==> config.mk <==
export PLATFORM = sky130hd
export DESIGN_NAME = spi_register_bank_flat
export DESIGN_NICKNAME = d
export VERILOG_FILES = /design/src/rtl/spi_register_bank_if.sv /design/src/rtl/spi_register_bank.sv /design/src/flat_wrapper.sv
export SDC_FILE = /design/constraint.sdc
export NUM_CORES = 1
export LEC_CHECK = 0
export CORE_UTILIZATION = 50
export CTS_CLUSTER_SIZE = 12
export DETAILED_ROUTE_END_ITERATION = 16
export GPL_ROUTABILITY_DRIVEN = 0
export PLACE_DENSITY = 0.77
export SETUP_SLACK_MARGIN = 0.2
export SLEW_MARGIN = 20
export SYNTH_ARGS = -nofsm -noshare
export SYNTH_HDL_FRONTEND = slang
export SYNTH_SLANG_ARGS = --single-unit
==> constraint.sdc <==
create_clock -name main_clock -period 9.3 [get_ports main_clock]
set_input_delay 1.395 -clock main_clock [delete_from_list [all_inputs] [get_ports main_clock]]
set_output_delay 1.395 -clock main_clock [all_outputs]
set_load 0.01 [all_outputs]
==> src/rtl/spi_register_bank_if.sv <==
// Byte-event and phase-control bus between spi_memory_slave and spi_register_bank.
// The master side is the SPI slave front-end; the slave side is the register bank.
interface spi_register_bank_if #(
  parameter int unsigned ADDR_WIDTH = 8
) ();
  logic                  cs;
  logic [ADDR_WIDTH-1:0] addr;
  logic                  addr_valid;
  logic [7:0]            write_data;
  logic                  write_data_valid;
  logic [7:0]            read_data;
  logic                  read_data_request;
  logic                  read_data_captured;
  logic                  expect_addr;
  logic                  expect_read;
  logic                  expect_write;
  logic                  insert_dummy_cycles;

  modport master (
    output cs, addr, addr_valid, write_data, write_data_valid,
    output read_data_request, read_data_captured,
    input  read_data, expect_addr, expect_read, expect_write, insert_dummy_cycles
  );

  modport slave (
    input  cs, addr, addr_valid, write_data, write_data_valid,
    input  read_data_request, read_data_captured,
    output read_data, expect_addr, expect_read, expect_write, insert_dummy_cycles
  );
endinterface

==> src/rtl/spi_register_bank.sv <==
// Command decoder and register file behind spi_memory_slave: decodes write/read/fast-read,
// steers the slave's phase controls and exposes the registers as a flat bus.
module spi_register_bank #(
  parameter int unsigned ADDR_WIDTH    = 8,
  parameter int unsigned DEPTH         = 16,
  parameter bit          DUMMY_ON_READ = 1'b1,
  parameter logic [7:0]  ID_VALUE      = 8'hA5
) (
  input  logic                  main_clock,
  input  logic                  reset,
  spi_register_bank_if.slave    bus,
  output logic [8*DEPTH-1:0]    regs_flat,
  output logic                  reg_wr_strobe,
  output logic [ADDR_WIDTH-1:0] reg_wr_addr,
  output logic                  cmd_error
);

  localparam int unsigned           IdxW     = (DEPTH > 1) ? $clog2(DEPTH) : 1;
  localparam logic [ADDR_WIDTH:0]   DepthLim = (ADDR_WIDTH + 1)'(DEPTH);
  localparam logic [ADDR_WIDTH-1:0] IdAddr   = '1;
  localparam logic [7:0]            CmdWrite    = 8'h02;
  localparam logic [7:0]            CmdRead     = 8'h03;
  localparam logic [7:0]            CmdFastRead = 8'h0B;

  typedef enum logic [2:0] {
    StIdle,
    StCmd,
    StAddr,
    StWrite,
    StRead,
    StIgnore
  } state_e;

  state_e                state_q;
  logic [ADDR_WIDTH-1:0] ptr_q;
  logic                  is_write_q;
  logic [7:0]            regs_q [DEPTH];
  logic [7:0]            read_data_q;
  logic                  expect_addr_q;
  logic                  expect_read_q;
  logic                  expect_write_q;
  logic                  dummy_q;
  logic                  wr_strobe_q;
  logic [ADDR_WIDTH-1:0] wr_addr_q;
  logic                  cmd_error_q;

  logic                  ptr_mapped;
  logic                  ptr_is_id;
  logic                  ptr_writable;
  logic [IdxW-1:0]       ptr_idx;
  logic [ADDR_WIDTH-1:0] ptr_next;
  logic [7:0]            read_value;

  assign ptr_mapped   = ({1'b0, ptr_q} < DepthLim);
  assign ptr_is_id    = (ptr_q == IdAddr);
  // The ID address stays read-only even when DEPTH covers the whole address space.
  assign ptr_writable = ptr_mapped && !ptr_is_id;
  assign ptr_idx      = ptr_q[IdxW-1:0];
  assign ptr_next     = ptr_q + ADDR_WIDTH'(1);

  always_comb begin
    read_value = 8'h00;
    if (ptr_is_id) begin
      read_value = ID_VALUE;
    end else if (ptr_mapped) begin
      read_value = regs_q[ptr_idx];
    end
  end

  always_ff @(posedge main_clock or posedge reset) begin
    if (reset) begin
      state_q        <= StIdle;
      ptr_q          <= '0;
      is_write_q     <= 1'b0;
      regs_q         <= '{default: '0};
      read_data_q    <= 8'h00;
      expect_addr_q  <= 1'b0;
      expect_read_q  <= 1'b0;
      expect_write_q <= 1'b0;
      dummy_q        <= 1'b0;
      wr_strobe_q    <= 1'b0;
      wr_addr_q      <= '0;
      cmd_error_q    <= 1'b0;
    end else begin
      wr_strobe_q <= 1'b0;
      // Deselect wins over any data pulse arriving in the same cycle.
      if (bus.cs) begin
        state_q        <= StIdle;
        expect_addr_q  <= 1'b0;
        expect_read_q  <= 1'b0;
        expect_write_q <= 1'b0;
        dummy_q        <= 1'b0;
      end else begin
        case (state_q)
          StIdle: begin
            state_q       <= StCmd;
            expect_addr_q <= 1'b1;
          end
          StCmd: begin
            if (bus.write_data_valid) begin
              case (bus.write_data)
                CmdWrite, CmdRead: begin
                  state_q    <= StAddr;
                  is_write_q <= (bus.write_data == CmdWrite);
                  dummy_q    <= 1'b0;
                end
                CmdFastRead: begin
                  state_q    <= StAddr;
                  is_write_q <= 1'b0;
                  dummy_q    <= DUMMY_ON_READ;
                end
                default: begin
                  state_q       <= StIgnore;
                  cmd_error_q   <= 1'b1;
                  expect_addr_q <= 1'b0;
                end
              endcase
            end
          end
          StAddr: begin
            if (bus.addr_valid) begin
              ptr_q         <= bus.addr;
              expect_addr_q <= 1'b0;
              if (is_write_q) begin
                state_q        <= StWrite;
                expect_write_q <= 1'b1;
              end else begin
                state_q       <= StRead;
                expect_read_q <= 1'b1;
              end
            end
          end
          StWrite: begin
            if (bus.write_data_valid) begin
              if (ptr_writable) begin
                regs_q[ptr_idx] <= bus.write_data;
                wr_strobe_q     <= 1'b1;
                wr_addr_q       <= ptr_q;
              end
              ptr_q <= ptr_next;
            end
          end
          StRead: begin
            // Request samples the pre-increment pointer when both pulses coincide.
            if (bus.read_data_request) begin
              read_data_q <= read_value;
            end
            if (bus.read_data_captured) begin
              ptr_q <= ptr_next;
            end
          end
          StIgnore: begin
          end
          default: begin
            state_q <= StIdle;
          end
        endcase
      end
    end
  end

  for (genvar i = 0; i < DEPTH; i++) begin : g_flat
    assign regs_flat[8*i +: 8] = regs_q[i];
  end

  assign bus.read_data           = read_data_q;
  assign bus.expect_addr         = expect_addr_q;
  assign bus.expect_read         = expect_read_q;
  assign bus.expect_write        = expect_write_q;
  assign bus.insert_dummy_cycles = dummy_q;
  assign reg_wr_strobe           = wr_strobe_q;
  assign reg_wr_addr             = wr_addr_q;
  assign cmd_error               = cmd_error_q;

endmodule
==> src/flat_wrapper.sv <==
// flat-port wrapper written by rule: the top's interface ports become plain ports
module spi_register_bank_flat 
#(
  parameter int unsigned ADDR_WIDTH    = 8,
  parameter int unsigned DEPTH         = 16,
  parameter bit          DUMMY_ON_READ = 1'b1,
  parameter logic [7:0]  ID_VALUE      = 8'hA5
)
  (main_clock, reset, regs_flat, reg_wr_strobe, reg_wr_addr, cmd_error, bus_cs, bus_addr, bus_addr_valid, bus_write_data, bus_write_data_valid, bus_read_data_request, bus_read_data_captured, bus_read_data, bus_expect_addr, bus_expect_read, bus_expect_write, bus_insert_dummy_cycles);
  spi_register_bank_if #(.ADDR_WIDTH(ADDR_WIDTH)) bus_i ();
  input  logic main_clock;
  input  logic reset;
  output logic [8*DEPTH-1:0] regs_flat;
  output logic reg_wr_strobe;
  output logic [ADDR_WIDTH-1:0] reg_wr_addr;
  output logic cmd_error;
  input wire logic [$bits(bus_i.cs)-1:0] bus_cs;
  input wire logic [$bits(bus_i.addr)-1:0] bus_addr;
  input wire logic [$bits(bus_i.addr_valid)-1:0] bus_addr_valid;
  input wire logic [$bits(bus_i.write_data)-1:0] bus_write_data;
  input wire logic [$bits(bus_i.write_data_valid)-1:0] bus_write_data_valid;
  input wire logic [$bits(bus_i.read_data_request)-1:0] bus_read_data_request;
  input wire logic [$bits(bus_i.read_data_captured)-1:0] bus_read_data_captured;
  output wire logic [$bits(bus_i.read_data)-1:0] bus_read_data;
  output wire logic [$bits(bus_i.expect_addr)-1:0] bus_expect_addr;
  output wire logic [$bits(bus_i.expect_read)-1:0] bus_expect_read;
  output wire logic [$bits(bus_i.expect_write)-1:0] bus_expect_write;
  output wire logic [$bits(bus_i.insert_dummy_cycles)-1:0] bus_insert_dummy_cycles;
  assign bus_i.cs = bus_cs;
  assign bus_i.addr = bus_addr;
  assign bus_i.addr_valid = bus_addr_valid;
  assign bus_i.write_data = bus_write_data;
  assign bus_i.write_data_valid = bus_write_data_valid;
  assign bus_i.read_data_request = bus_read_data_request;
  assign bus_i.read_data_captured = bus_read_data_captured;
  assign bus_read_data = bus_i.read_data;
  assign bus_expect_addr = bus_i.expect_addr;
  assign bus_expect_read = bus_i.expect_read;
  assign bus_expect_write = bus_i.expect_write;
  assign bus_insert_dummy_cycles = bus_i.insert_dummy_cycles;
  spi_register_bank #(.ADDR_WIDTH(ADDR_WIDTH), .DEPTH(DEPTH), .DUMMY_ON_READ(DUMMY_ON_READ), .ID_VALUE(ID_VALUE)) u_core (.main_clock(main_clock), .reset(reset), .bus(bus_i), .regs_flat(regs_flat), .reg_wr_strobe(reg_wr_strobe), .reg_wr_addr(reg_wr_addr), .cmd_error(cmd_error));
endmodule
Word-level counts from Yosys, hierarchy flattened --
Index checks and enable logic that the tools add are counted.
Word-level totals: output and inout bits 150, input port bits 23, word-level logic and storage cells 117, register bits after elaboration 162
Operators by class: magnitude comparators 3, bitwise logic cells 3, $add $sub $neg 1, equality and inequality tests 17, muxes and demuxes 40, reduce and logical (&&, ||, !) cells 26
Operators with widths (count):
- $bwmux 128 | 1
- $mux 8 | 8
- $bmux 8 s4 | 1
- $demux 8 s4 | 1
- $pmux 8 s3 | 1
- $mux 1 | 19
- $eq 8x2->1 const B | 2
- $reduce_and 4->1 | 4
- $mux 3 | 5
- $reduce_and 3->1 | 5
- $pmux 3 s4 | 1
- $reduce_bool 2->1 | 6
- $ne 3x3->1 const B | 3
- $add 8x1->8 const B | 1
- $eq 8x4->1 const B | 1
- $eq 8x8->1 const B | 1
- $lt 8x5->1 const B | 1
- $ne 2x2->1 const B | 4
- $eq 3x2->1 const B | 2
- $eq 3x3->1 const B | 2
- $reduce_bool 3->1 | 2
- $reduce_or 3->1 | 2
- $ge 5x5->1 const B | 1
- $lt 5x1->1 const B | 1
- 12 further kinds | 15

Depth between registers and ports, before layout --
depth in word-level cells 7, gate-level depth with buffers 8, mapped depth without buffers 5

Worst setup path before layout --
Ideal clock, no wire load.
path type input port to flip-flop, start input port bus_write_data_valid, end register u_core.regs_q, in the netlist u_core.regs_flat[57], buffers on the path 2, setup time 0.125 ns, data arrival time 2.724 ns, cell stages on the path 6, data required time 9.175 ns, setup slack 6.451 ns, path through nor2b_1 -> clkbuf_2 -> nand3_4 -> buf_6 -> nor3_4 -> mux2_2
Between the ends: cells in the longest elaborated chain, start to end 1
Ends and longest elaborated chain:
- from (decl) | RTL line flat_wrapper.sv:21 | input wire logic [$bits(bus_i.write_data_valid)-1:0] bus_write_data_valid;
- $reduce_and 4->1 (no line)
- to (signal, indexed assignment) | RTL line spi_register_bank.sv:136 | regs_q[ptr_idx] <= bus.write_data;
- to (decl) | RTL line spi_register_bank.sv:37 | logic [7:0] regs_q [DEPTH];
Every way passes these cells. A chain may end at the register's enable or synchronous reset.

Final worst setup path --
start input port bus_cs, end register u_core.regs_q, in the netlist u_core.regs_flat[30]
Between the ends: cells in the longest elaborated chain, start to end 2
Ends and longest elaborated chain:
- from (decl) | RTL line flat_wrapper.sv:17 | input wire logic [$bits(bus_i.cs)-1:0] bus_cs;
- $not 1->1 (no line)
- $reduce_and 4->1 (no line)
Every way passes these cells.

==> out/qor.txt <==
outcome: finished clean
Worst IR Drop VDD: 0.0001432 V
final setup vio count: 0
hold path cells: 2
hold path start: u_core.bus.read_data[3]$_DFFE_PP0P_
Setup TNS Final: 0 ns
area growth from synthesis to layout: 30.53%
final worst slack: 5.248 ns
Synth area leader: dfrtp_1
switching part of the total: 31.68%
R2R depth: 4
Skew-Pair Late Insertion Delay: 0.43 ns
CP startpoint kind: input port
library cells used by synthesis: 55
CTS clk-pin slew, worst paths: 0.06 ns
number of antenna-violating nets in the routed design: 0
family with the most delay on the worst path: simple AND/OR/NAND/NOR gates
TritonCTS clock tree: built
final hold violation count: 0
critical path data required time: 9.61 ns
largest stage delay on the critical path: 0.85 ns
Starting Density: 51.35%
Top FF cell, synth: dfrtp_1
WP buf/inv: 1
fin crit share: 43.57%
synthesized area per cell: 14.54 µm²
CP max-delay cell: nor2b_1
CP Max Fanout: 16
reg2reg end: u_core.regs_flat[30]$_DFFE_PP0P_
crit path capture type: flop
PortBufs: 172
DPL Wire Length: 14.49 mm
Psw: 0.5891 mW
Mapped Area: 7806 µm²
Arr. time, crit path: 4.36 ns
fraction of registers with async set/reset: 100.0%
CTS Buf Count: 17
CTS Sinks: 162
htree depth: 4
Internal: 1.271 mW
Setup WS pre-CTS: 4.801 ns
area of the multi-input gates: 3522 µm²
slew margin rel.: 24.27%
total power: 1.860 mW
die height: 127.0 µm
worst hold-check slack: 0.4785 ns
clock tree buffer depth: 2
GRT Overall Usage: 27.37%
# Post-CTS Setup Buffers: 0
vias per cell: 6.150
initial antenna violation count: 0
Detailed Routing Iterations Pass 1: 5
Final Skew: 0.007705 ns
Slew @ Worst Pin: 1.136 ns
Post-Route WL: 21.12 mm
placed cells: 863
RSZ-0062 raised after global routing: false
top-area cell type share of the netlist area: 51.93%
Final Instance Area: 10190 µm²
r2r startpoint: u_core.ptr_q[4]$_DFFE_PP0P_
total of max-cap violations: 0
Iter 0 DRT Violations: 424
CP cell instances: clkdlybuf4s50_1 -> nor2b_1 -> nand3_4 -> nor4_4 -> mux2_2
Max Slew Vio Count: 0
global-route wire length before repair: 32.41 mm
post-place instance area: 9604 µm²
Met3 Wirelength: 1.541 mm
Clk pwr share: 37.5%
power density over cell area: 182.5 nW/µm²
cell chosen for the clock root: clkbuf_16
Core Area: 15200 µm²
antenna cells: 0
gr ovfl total: 0
io pins: 173
cts repair resizes: 0
pin count of the biggest net entering global routing: 87
Net Count, Synth: 564
top cells by area, synth: dfrtp_1, mux2_2, mux4_2
highest routed layer: met4
Hold WC Path Type: reg -> reg
Via Count: 5504
Yosys reg bits: 162
Final Core Density: 67.03%
Avg WL per Cell: 23.60 µm
nets@finish: 721
# DRC: 0
P_leak: 4.511 nW
cell row count: 45
chip width: 127.0 µm
Post-CTS Hold Fix Bufs: 0
Sequential Area: 4056 µm²
vias in the first global route: 5436
Non-Filler Instances: 895
Syn Inst Count: 537
yosys synthesis warning count: 0
Flop pwr share: 44.0%
Final min period: 4.052 ns
EDFF count, synth: 0
Die ar.: 16120 µm²
share of cells above drive strength 1: 32.39%
WL met1: 8.687 mm
Hold Path Sink: u_core.bus.read_data[3]$_DFFE_PP0P_
Reg2Reg Setup Slack: 6.39 ns
met2 WL: 10.35 mm
Seq/Total Area, Yosys: 51.93%
Peak Freq: 246.8 MHz
Setup CP Type: in -> reg
Logic pwr share: 18.5%
# fillers: 1102
[sequential cells by signal, indices dropped and copies added, names as in the netlist]
signal                          count
u_core.bus.read_data                8
u_core.reg_wr_strobe                1
u_core.ptr_q                        8
u_core.cmd_error                    1
u_core.is_write_q                   1
u_core.reg_wr_addr                  8
u_core.bus.expect_addr              1
u_core.regs_flat                  128
u_core.bus.expect_write             1
u_core.bus.expect_read              1
u_core.bus.insert_dummy_cycles      1
u_core.state_q                      3
[worst register-to-register path, delay by kind of cell (launching register included)]
kind,cells,cell delay [ns]
AND/OR/NAND/NOR,3,1.89
flip-flops,1,0.48
multiplexers,1,0.42
[synthesized netlist by cell type (all sizes together), types with 2 or more instances]
master / number
dfrtp: 162
and4: 2
nor3: 10
clkbuf: 20
a21oi: 3
inv: 8
o21ai: 7
nand2: 25
nand3: 11
mux2: 132
nor4: 3
a211o: 4
mux2i: 7
nand4: 5
nand2b: 4
o211ai: 2
nor2: 17
a21o: 2
a31oi: 4
ha: 4
and2: 5
a2bb2oi: 6
nor3b: 3
nor2b: 4
mux4: 36
a221oi: 7
o22ai: 2
nand3b: 2
and3: 4
o2111ai: 6
buf: 18
[cell families after synthesis]
kind of cell | Yosys count | synth area share [%]
DFF | 162 | 51.93
adders and majority gates | 4 | 0.6412
AOI/OAI and AO/OA | 50 | 4.888
muxes | 175 | 30.33
buffers and inverters | 47 | 2.949
and+or+nand+nor | 99 | 9.265
[routing by layer]
metal / up-vias / GRT usage [%]
met1: 2872 / 37.68
met4: 0 / 10.36
met2: 254 / 42.76
met5: - / 0
li1: 2348 / -
met3: 30 / 6.116
[worst max-delay path by stage]
stage,to,slack (ns),from,cells past startpoint
finish,u_core.regs_flat[30]$_DFFE_PP0P_,5.25,bus_cs,5
global route,u_core.regs_flat[25]$_DFFE_PP0P_,5.06,bus_cs,5
CTS,u_core.regs_flat[30]$_DFFE_PP0P_,5.24,bus_cs,5
detailed placement,u_core.regs_flat[29]$_DFFE_PP0P_,4.80,bus_cs,5
global placement,u_core.regs_flat[27]$_DFFE_PP0P_,4.92,bus_cs,5
floorplan,u_core.bus.expect_addr$_DFFE_PP0P_,3.53,reset,1
[layout by cell type (no fill, tap or decap), types with 9 or more instances in the layout]
cell type and count:
clkbuf_16 17, clkdlybuf4s50_1 172, dfrtp_1 160, mux2_2 130, mux4_2 36, nand2_1 24
nand3_1 10, nor2_4 9
[power groups by stage]
stage / logic (mW) / clock network (mW) / registers (mW)
5_1_grt: 0.371 / 0.739 / 0.827
6_report: 0.345 / 0.697 / 0.818
3_3_place_gp: 0.338 / 0 / 0.828
3_5_place_dp: 0.344 / 0 / 0.831
2_1_floorplan: 0.332 / 0 / 0.765
4_1_cts: 0.347 / 0.707 / 0.818
[cell type report]
class,count,area share [%]
multi-input combinational,328,34.57
timing repair buffer,176,17.23
inverter,9,0.3806
sequential,162,39.81
clock inverter,14,1.498
clock buffer,18,4.212
tap,188,2.308
No activity file was read; power rests on OpenSTA's default activity.
